===== config.mk =====
export PLATFORM = sky130hd
export DESIGN_NAME = volume_controller
export DESIGN_NICKNAME = d
export VERILOG_FILES = /design/src/rtl/player_pkg.sv /design/src/rtl/button_repeat.sv /design/src/rtl/volume_controller.sv
export SDC_FILE = /design/constraint.sdc
export NUM_CORES = 1
export LEC_CHECK = 0
export ABC_CLOCK_PERIOD_IN_PS = 3650
export BUFFER_PORTS_ARGS = -buffer_cell sky130_fd_sc_hd__buf_2
export CORE_UTILIZATION = 63
export DETAILED_ROUTE_END_ITERATION = 10
export PLACE_DENSITY = 0.92
export RECOVER_POWER = 25
export SETUP_SLACK_MARGIN = 0.1
export SYNTH_ARGS = -nofsm -noshare
export SYNTH_HDL_FRONTEND = slang
export SYNTH_SLANG_ARGS = --single-unit
export TNS_END_PERCENT = 5

===== constraint.sdc =====
create_clock -name clk -period 3.65 [get_ports clk]
set_input_delay 0.1825 -clock clk [delete_from_list [all_inputs] [get_ports clk]]
set_output_delay 0.1825 -clock clk [all_outputs]
set_load 0.01 [all_outputs]

===== src/rtl/player_pkg.sv =====
// Shared constants and helpers for the player display paths (volume and timer).
// bin2bcd splits a 0..99 binary value into tens/units BCD digits.
package player_pkg;

  localparam int BCD_W = 4;

  function automatic logic [2*BCD_W-1:0] bin2bcd(input logic [6:0] bin);
    logic [6:0] tens;
    logic [6:0] units;
    tens  = bin / 7'd10;
    units = bin % 7'd10;
    return {tens[BCD_W-1:0], units[BCD_W-1:0]};
  endfunction

endpackage


===== src/rtl/button_repeat.sv =====
// Press-edge detector with hold auto-repeat; o_step fires combinationally on the press edge,
// then REPEAT_DELAY edges later and every REPEAT_RATE edges while held. No backpressure.
module button_repeat #(
  parameter int REPEAT_DELAY = 20,
  parameter int REPEAT_RATE  = 5
) (
  input  logic i_clk,
  input  logic i_reset,
  input  logic i_btn,
  input  logic i_clear,
  output logic o_press,
  output logic o_step
);

  localparam int MAXC = (REPEAT_DELAY > REPEAT_RATE) ? REPEAT_DELAY : REPEAT_RATE;
  localparam int CW   = $clog2(MAXC + 1);

  logic          r_btn_q;
  logic [CW-1:0] r_cnt;
  logic          w_press;
  logic          w_fire;

  assign w_press = i_btn & ~r_btn_q;
  // A zero counter while held means repeats are disarmed until a fresh press.
  assign w_fire  = i_btn & r_btn_q & (r_cnt == CW'(1));
  assign o_press = w_press & ~i_clear;
  assign o_step  = (w_press | w_fire) & ~i_clear;

  always_ff @(posedge i_clk) begin
    if (i_reset) begin
      r_btn_q <= i_btn;
      r_cnt   <= '0;
    end else begin
      r_btn_q <= i_btn;
      if (i_clear || !i_btn) begin
        r_cnt <= '0;
      end else if (w_press) begin
        r_cnt <= CW'(REPEAT_DELAY);
      end else if (w_fire) begin
        r_cnt <= CW'(REPEAT_RATE);
      end else if (r_cnt != '0) begin
        r_cnt <= r_cnt - CW'(1);
      end
    end
  end

endmodule


===== src/rtl/volume_controller.sv =====
// Saturating volume level with auto-repeat, mute/restore, change pulse and display hold.
// Level and pulse update one edge after a press; display_select one edge later. No backpressure.
module volume_controller
  import player_pkg::*;
#(
  parameter int MAX_LEVEL     = 15,
  parameter int STEP          = 1,
  parameter int DEFAULT_LEVEL = 8,
  parameter int REPEAT_DELAY  = 20,
  parameter int REPEAT_RATE   = 5,
  parameter int HOLD_CYCLES   = 50
) (
  input  logic                             clk,
  input  logic                             reset,
  input  logic                             aumenta,
  input  logic                             diminui,
  input  logic                             mute,
  output logic [$clog2(MAX_LEVEL+1)-1:0]   level,
  output logic                             muted,
  output logic [BCD_W-1:0]                 volume1,
  output logic [BCD_W-1:0]                 volume0,
  output logic                             mudou_volume,
  output logic                             display_select
);

  localparam int          LW     = $clog2(MAX_LEVEL + 1);
  localparam int          HW     = $clog2(HOLD_CYCLES + 1);
  localparam logic [LW:0] MAX_W  = (LW+1)'(MAX_LEVEL);
  localparam logic [LW:0] STEP_W = (LW+1)'(STEP);

  logic              w_both;
  logic              w_up_press;
  logic              w_up_step;
  logic              w_dn_press;
  logic              w_dn_step;
  logic              w_mute_press;
  logic              r_mute_q;
  logic [LW-1:0]     r_saved;
  logic [LW-1:0]     r_level;
  logic              r_muted;
  logic              r_mudou;
  logic [HW-1:0]     r_hold;
  logic              r_disp;
  logic [LW-1:0]     w_saved_n;
  logic [LW-1:0]     w_level_n;
  logic              w_muted_n;
  logic [LW:0]       w_sum;
  logic [LW:0]       w_diff;
  logic [2*BCD_W-1:0] w_bcd;

  assign w_both       = aumenta & diminui;
  assign w_mute_press = mute & ~r_mute_q;

  button_repeat #(.REPEAT_DELAY(REPEAT_DELAY), .REPEAT_RATE(REPEAT_RATE)) u_up (
    .i_clk(clk), .i_reset(reset), .i_btn(aumenta), .i_clear(w_both),
    .o_press(w_up_press), .o_step(w_up_step)
  );

  button_repeat #(.REPEAT_DELAY(REPEAT_DELAY), .REPEAT_RATE(REPEAT_RATE)) u_dn (
    .i_clk(clk), .i_reset(reset), .i_btn(diminui), .i_clear(w_both),
    .o_press(w_dn_press), .o_step(w_dn_step)
  );

  always_comb begin
    w_saved_n = r_saved;
    w_muted_n = r_muted;
    w_sum     = {1'b0, r_saved} + STEP_W;
    w_diff    = ({1'b0, r_saved} >= STEP_W) ? ({1'b0, r_saved} - STEP_W) : '0;
    // Mute edge wins; while muted, an up/down edge only restores, and held repeats are ignored.
    if (w_mute_press) begin
      w_muted_n = ~r_muted;
    end else if (r_muted) begin
      if (w_up_press || w_dn_press) w_muted_n = 1'b0;
    end else if (w_up_step) begin
      w_saved_n = (w_sum > MAX_W) ? MAX_W[LW-1:0] : w_sum[LW-1:0];
    end else if (w_dn_step) begin
      w_saved_n = w_diff[LW-1:0];
    end
    w_level_n = w_muted_n ? '0 : w_saved_n;
  end

  always_ff @(posedge clk) begin
    if (reset) begin
      r_mute_q <= mute;
      r_saved  <= LW'(DEFAULT_LEVEL);
      r_level  <= LW'(DEFAULT_LEVEL);
      r_muted  <= 1'b0;
      r_mudou  <= 1'b0;
      r_hold   <= '0;
      r_disp   <= 1'b0;
    end else begin
      r_mute_q <= mute;
      r_saved  <= w_saved_n;
      r_level  <= w_level_n;
      r_muted  <= w_muted_n;
      r_mudou  <= (w_level_n != r_level) || (w_muted_n != r_muted);
      if (r_mudou) begin
        r_hold <= HW'(HOLD_CYCLES);
        r_disp <= 1'b1;
      end else if (r_hold != '0) begin
        r_hold <= r_hold - HW'(1);
        r_disp <= (r_hold != HW'(1));
      end else begin
        r_disp <= 1'b0;
      end
    end
  end

  assign w_bcd          = bin2bcd(7'(r_level));
  assign level          = r_level;
  assign muted          = r_muted;
  assign mudou_volume   = r_mudou;
  assign display_select = r_disp;
  assign volume1        = w_bcd[2*BCD_W-1:BCD_W];
  assign volume0        = w_bcd[BCD_W-1:0];

endmodule


=== Word level (Yosys, flattened, before mapping) ===
Index checks and enable logic that the tools add are counted.

* Register bits: 30
* Word-level logic and storage cells: 90

* Order comparisons: 2
* Multiplexer cells: 20
* Bitwise operators: 19
* Equality and inequality tests: 5
* $add $sub $neg: 5
* Reductions and logical operators: 21
* Divide/modulo/power cells: 2

{| class="wikitable"
|+ Operator list
! cell !! number
|-
| two-way mux 5 bit || 6
|-
| two-way mux 4 bit || 7
|-
| bitwise AND 1 bit || 12
|-
| two-way mux 6 bit || 2
|-
| == test 5 x 1 -> 1 bit, second input constant || 2
|-
| nonzero test 5 bit || 2
|-
| subtractor 5 x 1 -> 5 bit, second input constant || 2
|-
| OR reduction 4 bit || 2
|-
| divider 4 x 4 -> 7 bit, second input constant || 1
|-
| remainder unit 4 x 4 -> 7 bit, second input constant || 1
|-
| inequality test 6 x 1 -> 1 bit, second input constant || 1
|-
| nonzero test 2 bit || 3
|-
| nonzero test 3 bit || 2
|-
| nonzero test 6 bit || 1
|-
| OR reduction 2 bit || 3
|-
| OR reduction 3 bit || 2
|-
| subtractor 6 x 1 -> 6 bit, second input constant || 1
|-
| adder 4 x 1 -> 5 bit, second input constant || 1
|-
| > comparator 5 x 4 -> 1 bit, second input constant || 1
|-
| two-way mux 1 bit || 5
|-
| NOT 1 bit || 5
|-
| greater-or-equal comparator 4 x 1 -> 1 bit, second input constant || 1
|-
| logical OR 1 bit || 4
|-
| inequality test 4 bit || 1
|-
| other kinds (4) || 6
|}

=== Depth between registers and ports, before layout ===
* Word-level depth: 11
* Mapped depth: 8
* Gate-level depth less buffers: 8

=== Hierarchy ===
Synthesis repeated with hierarchy kept, for this count alone.

* Cells, all modules: 217
* Area total of the unflattened synthesis: 1839.3 um2

{| class="wikitable"
|+ By module, submodules not included
! module !! area an instance (um2) !! sequential area each (um2) !! cells each !! times used
|-
| volume_controller || 1143.6 || 360.3 || 137 || 1
|-
| button_repeat || 347.8 || 120.1 || 40 || 2
|}

=== Least setup slack after synthesis ===
Ideal clock, no wire load.

* Kind: register to register
* Start: reg r_saved[1]
* End: reg r_mudou (netlist: mudou_volume)
* Setup slack: 1.690 ns
* Stages on the path, launching flop included: 8
* Arrival: 1.821 ns
* Cells stage by stage: dfxtp_1 -> inv_1 -> ha_1 -> nor4b_1 -> a21boi_0 -> and4_1 -> a2111oi_2 -> a41oi_1

* Longest elaborated chain between the ends: 9

{| class="wikitable"
|+ Ends and longest elaborated chain
! element !! line !! text
|-
| from (decl) || volume_controller.sv:38 || <nowiki>logic [LW-1:0] r_saved;</nowiki>
|-
| from (signal assigned) || volume_controller.sv:85 || <nowiki>r_saved <= LW'(DEFAULT_LEVEL);</nowiki>
|-
| from (signal assigned) || volume_controller.sv:93 || <nowiki>r_saved <= w_saved_n;</nowiki>
|-
| adder 4 x 1 -> 5 bit, or another cell as far along || volume_controller.sv:67 || <nowiki>w_sum = {1'b0, r_saved} + STEP_W;</nowiki>
|-
| > comparator 5 x 4 -> 1 bit or two-way mux 4 bit (tied branches) || volume_controller.sv:75, volume_controller.sv:68 ||
|-
| two-way mux 4 bit, on equally long branches || volume_controller.sv:75, volume_controller.sv:76 ||
|-
| two-way mux 4 bit || volume_controller.sv:74 || <nowiki>end else if (w_up_step) begin</nowiki>
|-
| two-way mux 4 bit || volume_controller.sv:72 || <nowiki>end else if (r_muted) begin</nowiki>
|-
| two-way mux 4 bit * || volume_controller.sv:70 || <nowiki>if (w_mute_press) begin</nowiki>
|-
| two-way mux 4 bit * || volume_controller.sv:79 || <nowiki>w_level_n = w_muted_n ? '0 : w_saved_n;</nowiki>
|-
| inequality test 4 bit * || volume_controller.sv:96 || <nowiki>r_mudou <= (w_level_n != r_level) || (w_muted_n != r_muted);</nowiki>
|-
| logical OR 1 bit * || volume_controller.sv:96 ||
|-
| to (signal assigned) || volume_controller.sv:96 ||
|-
| to (decl) || volume_controller.sv:41 || <nowiki>logic r_mudou;</nowiki>
|}

Every way passes the cells marked *; elsewhere a longest branch is shown, timed or not.
A chain may end at the register's enable or synchronous reset.

=== Worst setup path after layout ===
* Start: reg r_saved[0]
* End: reg r_mudou (netlist: mudou_volume)

The elaborated chain is that of the path after synthesis.

==> results.toml <==
[synthesis]
synthXorXnorAreaFrac_pct = 5.45
synth_edf_count = 0
ys.flop_type = "dfxtp_1"
yosysWarnings = 0
synth_fa_ha_area_share_pct = 9.09
synthMuxAreaShare_pct = 1.04
ys_async_sr_fraction_pct = 0
syn_area_um2 = 1930
ys_types = 56
ys_seq_area_share_pct = 31.2
netlist_instances = 239
synth_area_per_cell_um2 = 8.06
synth-compound-area-share_pct = 20.6
yosys.area_share.simple_pct = 25.9
synth-seq-cells = 30
synth_top_family_by_area = "simple AND/OR/NAND/NOR gates"

[clock_network]
clock_path_buffers = 2
cts.sinks = 30
numCtsBuffers = 5
clkSlewWorstSetupHoldPaths_ns = 0.10
clock_latency_ns = 0.33
ctsHtreeMaxLevel = 2
cts_tree = "done"
cts-root-buf = "clkbuf_4"

[pwr]
intPower_uw = 670
switching_share_pct = 34.6
p_leak_nw = 0.883
power_frac_seq_pct = 41.6
pwr-share-clk_pct = 25.2
max-vdd-ir-drop_v = 0.000364
pwr-share-comb_pct = 33.2
total_power_mw = 1.02
powerDensity_nw_per_um2 = 496
power_switching_uw = 355

[timing]
hold_viol = 0
min_period_over_period_pct = 65.3
fin_skew_ns = 0.0114
worstMarginPinSlew_ns = 0.664
setup_tns_ns = 0
rsz0062_at_grt = "false"
maxSlewHeadroom_pct = 55.6
min_period_ns = 2.38
fmax_mhz = 420
setup_violations = 0
maxSlewViolCount = 0
fin_ws_ns = 1.27

[flow_run]
max-cap-violations = 0

[layout]
final_common_cell = "nor2_1"
area_delta_synth_final_pct = 7.21
nNetsFinal = 272
drive_above_1_share_pct = 9.84
fin_util_pct = 73.0
diodes = 0
final_cell_mix = "33 x nor2_1, 30 x dfxtp_1, 17 x inv_1, 17 x nand2_1, 16 x a21oi_1"

[outcome]
status = "finished with violations"
failed_checks = "design-rule violations"

[routing]
postRouteAntennaNets = 0
drt-initial-drc-count = 88
drt_pass1_iterations = 7
num_vias = 1700
routed_wl_um = 4110
routedWlPerCell_um = 14.4
viasPerCell = 5.96
drc = 2

[floorplanning]
die_w_um = 57.3
fp.coreArea_um2 = 2830
start_util_pct = 68.1
row_count = 19
fp.dieArea_um2 = 3280
dieHeight_um = 57.3
io_pins = 20

[setup_path]
worstPathRequired_ns = 3.84
critPathKind = "reg -> reg"
slowest_delay_ns = 0.45
crit_path_end_kind = "register"
critical_path_arrival_ns = 2.57
crit_fanout = 8
cp.buffers_inverters = 1
crit_path_cell_trace = "inv_1 > ha_1 > nor4b_1 > a21boi_0 > and4_1 > a2111oi_2 > a41oi_1"
critPathTopFamily = "compound AO/OA/AOI/OAI gates"
critPathLaunchType = "register"
worst_path_max_delay_cell = "nor4b_1"

[placement]
routabilityCongestion = 0.943
place_ws_ns = 1.38
port_buffers = 16
dp_hpwl_um = 3080

[global_route]
grt_remaining_overflow = 0
antenna_found_initial = 0
grt_pass1_wl_um = 7000
gr-usage-all-layers_pct = 27.9
grt_max_degree = 22
grt_pass1_vias = 1532

[hold_path]
hold_path_class = "in -> reg"
synth_stat cells, types with 2 or more instances:
library cell	number	share of area (%)
a211oi_1	2	0.78
a21boi_0	3	1.2
a21o_1	2	0.78
a21oi_1	16	4.2
a31oi_1	2	0.65
and3_1	2	0.65
buf_4	4	1.6
clkbuf_1	6	1.2
dfxtp_1	30	31
ha_1	14	9.1
inv_1	17	3.3
mux2i_1	2	1.0
nand2_1	17	3.3
nand2b_1	3	0.97
nand3_1	3	0.78
nor2_1	33	6.4
nor2b_1	3	0.97
nor3_1	13	3.4
nor3b_1	3	1.2
nor4_1	6	1.9
o21a_1	4	1.6
o21ai_0	7	1.8
o21bai_1	2	0.78
o31ai_1	2	0.78
or2_2	2	0.65
xnor2_1	8	3.6
xor2_1	4	1.8
through the flow:
stage / hold slack [ns] / instances / area, µm²
3_5_place_dp: 0.297 / 276 / 1990
2_1_floorplan: 0.210 / 241 / 1930
3_3_place_gp: 0.297 / 276 / 1990
5_1_grt: 0.129 / 285 / 2070
4_1_cts: 0.0594 / 285 / 2080
6_report: 0.142 / 285 / 2070
kinds of logic after synthesis:
kind of cell,count (synthesis)
simple gates,96
buf+inv,29
fa+ha+maj,14
compound gates,55
other cells,1
flops,30
xor+xnor,12
mux,2
registers in the layout, indices dropped and copies added (netlist names):
signal          count
mudou_volume        1
display_select      1
level               4
muted               1
u_dn.r_cnt          5
u_dn.r_btn_q        1
u_up.r_cnt          5
r_hold              6
r_saved             4
r_mute_q            1
u_up.r_btn_q        1
layer usage:
metal	global-route usage (%)	vias up	wire, µm
met5	0	-	0
met4	11.5	0	91
met3	6.58	9	210
met2	45.4	62	1970
met1	35.8	771	1840
li1	-	858	-
power groups by stage:
stage                     registers, mW  logic, mW  clock network, mW
final                             0.426      0.340              0.258
after global routing              0.435      0.383              0.276
after CTS                         0.425      0.341              0.259
after detailed placement          0.432      0.339                  0
after global placement            0.428      0.325                  0
after floorplan                   0.420      0.275                  0
worst paths after layout:
path / start / end / slack (ns) / cells after the start
worst max register to register: r_saved[0] / mudou_volume / 1.27 / 7
worst min register to register: u_up.r_btn_q / u_up.r_cnt[0] / 0.46 / 2
worst min-delay path: diminui / u_dn.r_btn_q / 0.14 / 1
worst max-delay path: r_saved[0] / mudou_volume / 1.27 / 7
area by class of cell:
type / instances / area [µm²]
Clock buffer: 7 / 45.0
Fill cell: 229 / 763
Sequential cell: 30 / 601
Inverter: 17 / 63.8
Multi-Input combinational cell: 182 / 1210
Tap cell: 31 / 38.8
Clock inverter: 1 / 30.0
Timing Repair Buffer: 17 / 80.1
timing repair:
action                    CTS  global route
hold endpoints to repair    1             0
gates resized for setup     0             0
buffers inserted            0             0
hold buffers                1             0
Power figures use the tool's default switching activity.
